--- src/rtl/output_collector_pkg.sv ---
// Shared types and sizing helpers for the output collector.
package output_collector_pkg;

   typedef enum logic [1:0] {
      ST_IDLE    = 2'd0,
      ST_COLLECT = 2'd1,
      ST_DRAIN   = 2'd2,
      ST_DONE    = 2'd3
   } state_e;

   // Address is {y, x, ch}, so each coordinate gets its own clog2-wide field.
   function automatic int calc_addr_width(input int w, input int h, input int c);
      return $clog2(w) + $clog2(h) + $clog2(c);
   endfunction

   function automatic int calc_total(input int w, input int h, input int c);
      return w * h * c;
   endfunction

   function automatic int calc_count_width(input int w, input int h, input int c);
      return $clog2(calc_total(w, h, c) + 1);
   endfunction

endpackage

--- src/rtl/sync_fifo.sv ---
// First-word fall-through FIFO; a push on a full FIFO is honoured only if a pop happens in the same cycle.
module sync_fifo #(
   parameter int WIDTH = 8,
   parameter int DEPTH = 4
) (
   input  logic             clk,
   input  logic             rst_in,
   input  logic             push_i,
   input  logic [WIDTH-1:0] push_data_i,
   input  logic             pop_i,
   output logic [WIDTH-1:0] pop_data_o,
   output logic             full_o,
   output logic             empty_o
);
   localparam int PW = $clog2(DEPTH);

   logic [WIDTH-1:0] mem_q [DEPTH];
   logic [PW:0]      wr_ptr_q, wr_ptr_d;
   logic [PW:0]      rd_ptr_q, rd_ptr_d;
   logic             do_push, do_pop;

   assign empty_o    = (wr_ptr_q == rd_ptr_q);
   assign full_o     = (wr_ptr_q[PW] != rd_ptr_q[PW]) && (wr_ptr_q[PW-1:0] == rd_ptr_q[PW-1:0]);
   assign do_pop     = pop_i && !empty_o;
   assign do_push    = push_i && (!full_o || do_pop);
   assign pop_data_o = mem_q[rd_ptr_q[PW-1:0]];

   // Pointer advance for accepted pushes and pops.
   always_comb begin
      wr_ptr_d = wr_ptr_q;
      rd_ptr_d = rd_ptr_q;
      if (do_push) wr_ptr_d = wr_ptr_q + (PW+1)'(1);
      if (do_pop)  rd_ptr_d = rd_ptr_q + (PW+1)'(1);
   end

   // Pointer registers; reset empties the FIFO.
   always_ff @(posedge clk) begin
      if (rst_in) begin
         wr_ptr_q <= '0;
         rd_ptr_q <= '0;
      end else begin
         wr_ptr_q <= wr_ptr_d;
         rd_ptr_q <= rd_ptr_d;
      end
   end

   // Storage needs no reset: contents are only visible through valid pointers.
   always_ff @(posedge clk) begin
      if (do_push) mem_q[wr_ptr_q[PW-1:0]] <= push_data_i;
   end

endmodule

--- src/rtl/output_collector.sv ---
// Collects one output tensor per start into the result memory, buffering bursts behind a stalling write port.
//
// state   | meaning
// IDLE    | waiting for start; any sample is stray
// COLLECT | accepting samples until W*H*C have been seen (drops included)
// DRAIN   | frame count reached; emptying FIFO and write register
// DONE    | one-cycle completion pulse, then back to IDLE
module output_collector
   import output_collector_pkg::*;
#(
   parameter int IO_DATA_WIDTH      = 16,
   parameter int MEM_WIDTH          = 32,
   parameter int FEATURE_MAP_WIDTH  = 1024,
   parameter int FEATURE_MAP_HEIGHT = 1024,
   parameter int OUTPUT_NB_CHANNELS = 64,
   parameter int FIFO_DEPTH         = 4,
   parameter int ADDR_WIDTH         = calc_addr_width(FEATURE_MAP_WIDTH, FEATURE_MAP_HEIGHT, OUTPUT_NB_CHANNELS)
) (
   input  logic                                      clk,
   input  logic                                      rst_in,
   input  logic                                      start,
   input  logic signed [IO_DATA_WIDTH-1:0]           out,
   input  logic                                      output_valid,
   input  logic [$clog2(FEATURE_MAP_WIDTH)-1:0]      output_x,
   input  logic [$clog2(FEATURE_MAP_HEIGHT)-1:0]     output_y,
   input  logic [$clog2(OUTPUT_NB_CHANNELS)-1:0]     output_ch,
   output logic [ADDR_WIDTH-1:0]                     mem_write_addr,
   output logic [MEM_WIDTH-1:0]                      mem_din,
   output logic                                      mem_write_en,
   input  logic                                      mem_write_ready,
   output logic                                      collecting,
   output logic                                      done,
   output logic                                      overflow,
   output logic                                      stray
);
   localparam int TOTAL   = calc_total(FEATURE_MAP_WIDTH, FEATURE_MAP_HEIGHT, OUTPUT_NB_CHANNELS);
   localparam int CNT_W   = calc_count_width(FEATURE_MAP_WIDTH, FEATURE_MAP_HEIGHT, OUTPUT_NB_CHANNELS);
   localparam int ENTRY_W = ADDR_WIDTH + IO_DATA_WIDTH;

   state_e                 state_q, state_d;
   logic [CNT_W-1:0]       count_q, count_d;
   logic                   overflow_q, overflow_d;
   logic                   stray_q, stray_d;
   logic                   wr_en_q, wr_en_d;
   logic [ADDR_WIDTH-1:0]  wr_addr_q, wr_addr_d;
   logic [MEM_WIDTH-1:0]   wr_data_q, wr_data_d;

   logic                   sample_in;
   logic [ENTRY_W-1:0]     in_entry, head_entry, load_entry;
   logic                   fifo_push, fifo_pop, fifo_full, fifo_empty;
   logic                   reg_free, bypass, load, drop;

   assign sample_in  = output_valid && (state_q == ST_COLLECT);
   assign in_entry   = {ADDR_WIDTH'({output_y, output_x, output_ch}), out};

   // The write register takes a new word whenever it is empty or its word transfers this cycle.
   // With an empty FIFO the incoming sample skips the FIFO, giving one-cycle latency.
   assign reg_free   = !wr_en_q || mem_write_ready;
   assign fifo_pop   = reg_free && !fifo_empty;
   assign bypass     = reg_free && fifo_empty && sample_in;
   assign fifo_push  = sample_in && !bypass && (!fifo_full || fifo_pop);
   assign drop       = sample_in && !bypass && fifo_full && !fifo_pop;
   assign load       = fifo_pop || bypass;
   assign load_entry = fifo_empty ? in_entry : head_entry;

   sync_fifo #(
      .WIDTH (ENTRY_W),
      .DEPTH (FIFO_DEPTH)
   ) u_fifo (
      .clk         (clk),
      .rst_in      (rst_in),
      .push_i      (fifo_push),
      .push_data_i (in_entry),
      .pop_i       (fifo_pop),
      .pop_data_o  (head_entry),
      .full_o      (fifo_full),
      .empty_o     (fifo_empty)
   );

   // Write port next-state: load, retire on transfer, otherwise hold stable.
   always_comb begin
      wr_en_d   = wr_en_q;
      wr_addr_d = wr_addr_q;
      wr_data_d = wr_data_q;
      if (load) begin
         wr_en_d   = 1'b1;
         wr_addr_d = load_entry[ENTRY_W-1 -: ADDR_WIDTH];
         wr_data_d = {{(MEM_WIDTH-IO_DATA_WIDTH){load_entry[IO_DATA_WIDTH-1]}},
                      load_entry[IO_DATA_WIDTH-1:0]};
      end else if (mem_write_ready) begin
         wr_en_d = 1'b0;
      end
   end

   // FSM next-state, frame counter and sticky error flags.
   always_comb begin
      state_d    = state_q;
      count_d    = count_q;
      overflow_d = overflow_q;
      stray_d    = stray_q;
      unique case (state_q)
         ST_IDLE: begin
            if (output_valid) stray_d = 1'b1;
            if (start) begin
               state_d    = ST_COLLECT;
               count_d    = '0;
               overflow_d = 1'b0;
               stray_d    = 1'b0;
            end
         end
         ST_COLLECT: begin
            if (drop) overflow_d = 1'b1;
            if (output_valid) begin
               count_d = count_q + CNT_W'(1);
               if (count_d == CNT_W'(TOTAL)) state_d = ST_DRAIN;
            end
         end
         ST_DRAIN: begin
            if (output_valid) overflow_d = 1'b1;
            if (fifo_empty && reg_free) state_d = ST_DONE;
         end
         ST_DONE: begin
            if (output_valid) stray_d = 1'b1;
            state_d = ST_IDLE;
         end
         default: state_d = ST_IDLE;
      endcase
   end

   // State and write-port registers with synchronous reset.
   always_ff @(posedge clk) begin
      if (rst_in) begin
         state_q    <= ST_IDLE;
         count_q    <= '0;
         overflow_q <= 1'b0;
         stray_q    <= 1'b0;
         wr_en_q    <= 1'b0;
         wr_addr_q  <= '0;
         wr_data_q  <= '0;
      end else begin
         state_q    <= state_d;
         count_q    <= count_d;
         overflow_q <= overflow_d;
         stray_q    <= stray_d;
         wr_en_q    <= wr_en_d;
         wr_addr_q  <= wr_addr_d;
         wr_data_q  <= wr_data_d;
      end
   end

   assign mem_write_en   = wr_en_q;
   assign mem_write_addr = wr_addr_q;
   assign mem_din        = wr_data_q;
   assign collecting     = (state_q == ST_COLLECT) || (state_q == ST_DRAIN);
   assign done           = (state_q == ST_DONE);
   assign overflow       = overflow_q;
   assign stray          = stray_q;

endmodule

--- config.mk ---
export PLATFORM = sky130hd
export DESIGN_NAME = output_collector
export DESIGN_NICKNAME = d
export VERILOG_FILES = /design/src/rtl/output_collector_pkg.sv /design/src/rtl/sync_fifo.sv /design/src/rtl/output_collector.sv
export SDC_FILE = /design/constraint.sdc
export NUM_CORES = 1
export LEC_CHECK = 0
export CORE_MARGIN = 2
export CORE_UTILIZATION = 59
export CTS_BUF_LIST = sky130_fd_sc_hd__clkbuf_8
export DETAILED_ROUTE_END_ITERATION = 6
export GPL_ROUTABILITY_DRIVEN = 0
export PLACE_DENSITY_LB_ADDON = 0.3
export SYNTH_ARGS = -nofsm -noshare
export SYNTH_HDL_FRONTEND = slang
export SYNTH_SLANG_ARGS = --single-unit
--- constraint.sdc ---
create_clock -name clk -period 3.05 [get_ports clk]
set_clock_uncertainty 0.1 [all_clocks]
set_input_delay 0.61 -clock clk [delete_from_list [all_inputs] [get_ports clk]]
set_output_delay 0.61 -clock clk [all_outputs]
set_load 0.02 [all_outputs]
* Word level (Yosys, flattened, before mapping)
Memories as Yosys holds them, arrays and structs flattened. A register that Yosys moved wholly into a read port is not among the register bits.
Cells that the tools add are included.
Widths: inputs -> output; s select.
** Word-level totals
- Bits in registers :: 80
- Bits in writable memories :: 168
- Output and inout port bits :: 63
- Logic and storage cells :: 77
- Memories kept :: 1
** Memories
- u_fifo.mem_q :: depth 4, bits a word 42, rd ports 1, clocked after memory_dff 1, wr ports 1, RTL line sync_fifo.sv:17 : logic [WIDTH-1:0] mem_q [DEPTH];
** Operators by class
- Add/subtract/negate cells :: 3
- Equal/unequal tests :: 13
- Multiplexer cells :: 22
- Reduce and logical (&&, ||, !) cells :: 29
** Operator list (count)
- $mux 27 :: 2
- $pmux 27 s2 :: 1
- $mux 42 :: 1
- $add 27x1->27 const B :: 1
- $eq 27x27->1 const B :: 1
- $mux 2 :: 6
- $logic_and 1x1->1 :: 11
- $ne 2x2->1 const B :: 5
- $mux 1 :: 9
- $pmux 2 s4 :: 1
- $reduce_and 4->1 :: 2
- $add 3x1->3 const B :: 2
- $reduce_bool 2->1 :: 3
- $logic_not 1->1 :: 5
- $logic_or 1x1->1 :: 5
- $eq 2x2->1 const B :: 2
- $eq 3x3->1 :: 1
- $pmux 1 s3 :: 1
- $reduce_and 3->1 :: 1
- $reduce_bool 3->1 :: 1
- $eq 2x1->1 const B :: 1
- $eq 2x2->1 :: 1
- $logic_not 2->1 :: 1
- $ne 2x1->1 const B :: 1
- other kinds (2) :: 2

* Logic depth before layout (Yosys ltp)
- Depth after elaboration :: 10
- Gate-level depth with buffers :: 10
- Depth with buffers taken out :: 9

* Cells and area by module
A second synthesis with hierarchy kept.
** Unflattened totals
- Cell total of the unflattened synthesis :: 773
- Area, all modules :: 10751.6 sq um
** Modules (own cells, without submodules)
- sync_fifo :: instances 1, cells an instance 275, area each 6583.8 sq um
- output_collector :: instances 1, cells an instance 498, area each 4167.7 sq um

* Worst setup path after synthesis
Ideal clock, no wire load.
- Path kind :: input to register
- From :: in mem_write_ready
- To :: mem u_fifo.mem_q[3][0] (netlist name), enable pin
- Library setup time :: 405 ps
- Arrival :: 2384 ps
- Data required time :: 2545 ps
- Slack :: 161 ps
- Stages :: 4
- Path through :: nand2b_1 xnor2_1 a21oi_1 and2_1
** Between the ends
- Word-level cells in the longest chain between the ends :: 9
** RTL lines
- start: declaration :: RTL line output_collector.sv:30 : input logic mem_write_ready,
- $logic_or 1x1->1 * :: RTL line output_collector.sv:58 : assign reg_free = !wr_en_q || mem_write_ready;
- $logic_and 1x1->1 (2 in series) :: RTL line output_collector.sv:60 : assign bypass = reg_free && fifo_empty && sample_in;
- $logic_not 1->1 :: RTL line output_collector.sv:61 : assign fifo_push = sample_in && !bypass && (!fifo_full || fifo_pop);
- $logic_and 1x1->1 (2 in series) :: RTL line output_collector.sv:61
- $logic_and 1x1->1 * :: RTL line sync_fifo.sv:25 : assign do_push = push_i && (!full_o || do_pop);
- $mux 1 * :: RTL line sync_fifo.sv:49 : if (do_push) mem_q[wr_ptr_q[PW-1:0]] <= push_data_i;
- $mux 1 (not written as such) * :: RTL line sync_fifo.sv:49
- end: declaration :: RTL line sync_fifo.sv:17
Mark *: on every way between the ends. The rest lies on a longest branch, timed or not.

* Final worst setup path
- From :: reg count_q[1]
- To :: reg state_q[0]
** Between the ends
- Word-level cells in the longest chain between the ends :: 4
** RTL lines
- start: declaration :: RTL line output_collector.sv:41 : logic [CNT_W-1:0] count_q, count_d;
- start signal: assignment :: RTL line output_collector.sv:142 : count_q <= count_d;
- $add 27x1->27 :: RTL line output_collector.sv:114 : count_d = count_q + CNT_W'(1);
- $eq 27x27->1 :: RTL line output_collector.sv:115 : if (count_d == CNT_W'(TOTAL)) state_d = ST_DRAIN;
- $ne 2x1->1 (no source line)
- $reduce_and 4->1 (no source line)
- end signal: assignment :: RTL line output_collector.sv:141 : state_q <= state_d;
- end: declaration :: RTL line output_collector.sv:40 : state_e state_q, state_d;
Every way passes these cells.
A chain may end at the register's enable or synchronous reset.

==> flow_summary.yaml <==
finish:
  drive_gt1_frac: 0.1586
  final_cell_mix: "edfxtp_1 (168), clkdlybuf4s50_1 (108), nor2_1 (85)"
  post_layout_nonfiller_instances: 1137
  area_growth_pct: 19.28
  final_common_cell: "edfxtp_1"
  fillers: 1132
  diodes: 0
  finalNetCount: 937
route:
  viasPerCell: 6.073
  ant_nets: 0
  vias: 6905
  wl_per_cell_um: 19.45
  drc: 0
  routed_wl_um: 22110
  first_iter_violations: 569
  dr.pass1.iters: 5
clock_network:
  htree_num_levels: 2
  cts_buffer_depth: 3
  cts.sinks: 250
  cts_tree: "yes"
  cts_buffers: 40
  post-cts-setup-buffers: 0
  clock_latency_ns: 0.53
  root_buffer: "clkbuf_8"
  clk_pin_slew_ns: 0.06
logic_synthesis:
  syn_area_um2: 10700
  synth.net_count: 836
  synthFlopType: "edfxtp_1"
  synth_cells: 777
  synth-seq-cells: 250
  synth_top_area_share: 0.4714
  synth-edff-count: 168
  ys_top_cells_by_area: "edfxtp_1 (47%), dfxtp_1 (15%), mux4_2 (8.8%), mux2i_1 (4.4%), a211oi_1 (3.3%)"
  ys_seq_area_frac: 0.6247
  synth_cell_type_count: 60
  async_flop_share: 0
  ys_warn_count: 0
  syn_area_per_cell_um2: 13.77
  yosysTopAreaCell: "edfxtp_1"
global_route:
  antenna_found_initial: 0
  grt_max_degree: 85
  grt_pass1_vias: 7028
  grt_overflow: 0
  grt_first_pass_wirelength_um: 36130
  track_usage: 0.2335
timing:
  layout_setup_ws_ns: 0.1948
  drv_slew: 0
  worstMarginPinSlew_ns: 0.6949
  fin_crit_ns: 2.855
  finalSetupViolCount: 0
  setup-tns-final_ns: 0
  period_share: 0.9361
  grt_setup_unrepaired: "no"
  finalHoldViolCount: 0
  max_freq_mhz: 350.2
  slew_headroom: 0.5368
worst_setup_path:
  reg2regPathDepth: 8
  worstPathRequired_ns: 3.36
  cp_max_fo: 9
  worstPathArrival_ns: 3.17
  cp_slowest_cell: "or4b_1"
  startpoint_type: "flip-flop"
  cp.depth: 8
  critical_path.top_delay_family: "simple AND/OR/NAND/NOR gates"
  cp_cell_sequence: "ha_1, nand4_2, nor2_8, nand4_4, or4b_1, a211oi_2, a21oi_2, o311a_1"
  path_buf_inv: 0
  setup.worst_path.class: "reg2reg"
  critPathMaxStageDelay_ns: 0.56
  end_kind: "flip-flop"
floorplan:
  ios: 110
  core_area_um2: 17900
  core.rowCount: 49
  dieHeight_um: 138.7
  fp.dieW_um: 138.7
  initial_core_util: 0.5978
  fp.dieArea_um2: 19230
hold_path:
  hold_path.class: "reg2reg"
  whs_path_depth: 2
place:
  post-place-cells: 1065
  io_buffer_count: 109
  dp_hpwl_um: 13890
  pre_cts_slack_ns: 0.2159
run_status:
  status: "finished, final reports clean"
power_and_ir_drop:
  p_per_area_nw_per_um2: 797.4
  ir_worst_vdd_v: 0.001089
  leakagePower_nw: 4.180
run:
  cap_violations: 0
-- state kept, by name, indices dropped and copies added, names as in the netlist, named ones only --
| signal | count |
|---|---|
| u_fifo.wr_ptr_q | 3 |
| mem_din | 16 |
| state_q | 2 |
| u_fifo.rd_ptr_q | 3 |
| mem_write_en | 1 |
| count_q | 27 |
| stray | 1 |
| overflow | 1 |
| u_fifo.mem_q | 168 |
| mem_write_addr | 26 |
-- cell families after synthesis --
group                    share of synthesized area
flip-flops                                  0.6247
XOR/XNOR                                  0.009820
AO/OA/AOI/OAI                              0.08148
multiplexers                                0.1323
adder cells (fa/ha/maj)                    0.01403
AND/OR/NAND/NOR                             0.1002
buffers and inverters                      0.03741
-- final timing paths --
kind	start	endpoint	slack, ns
worst max-delay path	count_q[1]	state_q[0]	0.19
worst min-delay path	mem_write_addr[22]	mem_write_addr[22]	0.40
worst max register to register	count_q[1]	state_q[0]	0.19
worst min register to register	mem_write_addr[22]	mem_write_addr[22]	0.40
-- Yosys cell counts, types with 4 or more instances --
cell / count
a211oi_1: 47
a21oi_1: 26
a311oi_1: 5
a31oi_1: 5
and2_1: 7
and3_1: 5
buf_1: 15
buf_2: 8
buf_4: 21
clkbuf_1: 25
dfxtp_1: 82
edfxtp_1: 168
ha_1: 12
inv_1: 11
mux2i_1: 47
mux4_2: 42
nand2_1: 27
nand3_1: 18
nand4_1: 9
nor2_1: 86
nor3_1: 14
nor4_1: 8
o21ai_0: 22
or3_1: 4
xnor2_1: 10
-- routing by layer --
metal  global-route usage  routed length (um)  vias to the layer above
li1                     -                   -                     3179
met1               0.3065                8890                     3396
met2               0.3947               11240                      285
met3              0.04800                1571                       45
met4              0.07762                 414                        0
met5                    0                   0                        -
-- tightest hold or removal path, cell delays in order, from the launching register on --
cell and delay (ns):
dfxtp_1 0.31, nor2_1 0.09, a211oi_1 0.05
-- where the power goes --
part | total (W) | switching [W] | internal (W)
Combinational | 0.00338 | 0.00183 | 0.00154
Sequential | 0.00413 | 0.000233 | 0.00389
Clock | 0.00268 | 0.00124 | 0.00144
-- per-stage QoR --
| stage | power [W] | hold WS [ns] | util | area [um2] |
|---|---|---|---|---|
| floorplan | 0.006508 | 0.3739 | - | 10700 |
| global placement | 0.007472 | 0.3783 | 0.6696 | 11990 |
| detailed placement | 0.007589 | 0.3938 | 0.6696 | 11990 |
| CTS | 0.01030 | 0.4025 | 0.7127 | 12760 |
| global route | 0.01073 | 0.4175 | 0.7131 | 12770 |
| finish | 0.01018 | 0.3972 | 0.7131 | 12770 |
-- layout make-up --
class / instances / area, um2 / area share
multi-input combinational: 446 / 3637 / 0.2849
clock inverter: 24 / 112.6 / 0.008821
inverter: 11 / 41.29 / 0.003234
tap: 229 / 286.5 / 0.02244
sequential: 250 / 6691 / 0.5242
timing repair buffer: 129 / 1336 / 0.1047
clock buffer: 48 / 660.6 / 0.05175
-- repair_timing --
action	4_1_cts	5_1_grt
endpoints found under the setup margin	0	1
resized for setup	0	2
hold buffers	0	0
Note: power is estimated with default switching activity, not from simulation.
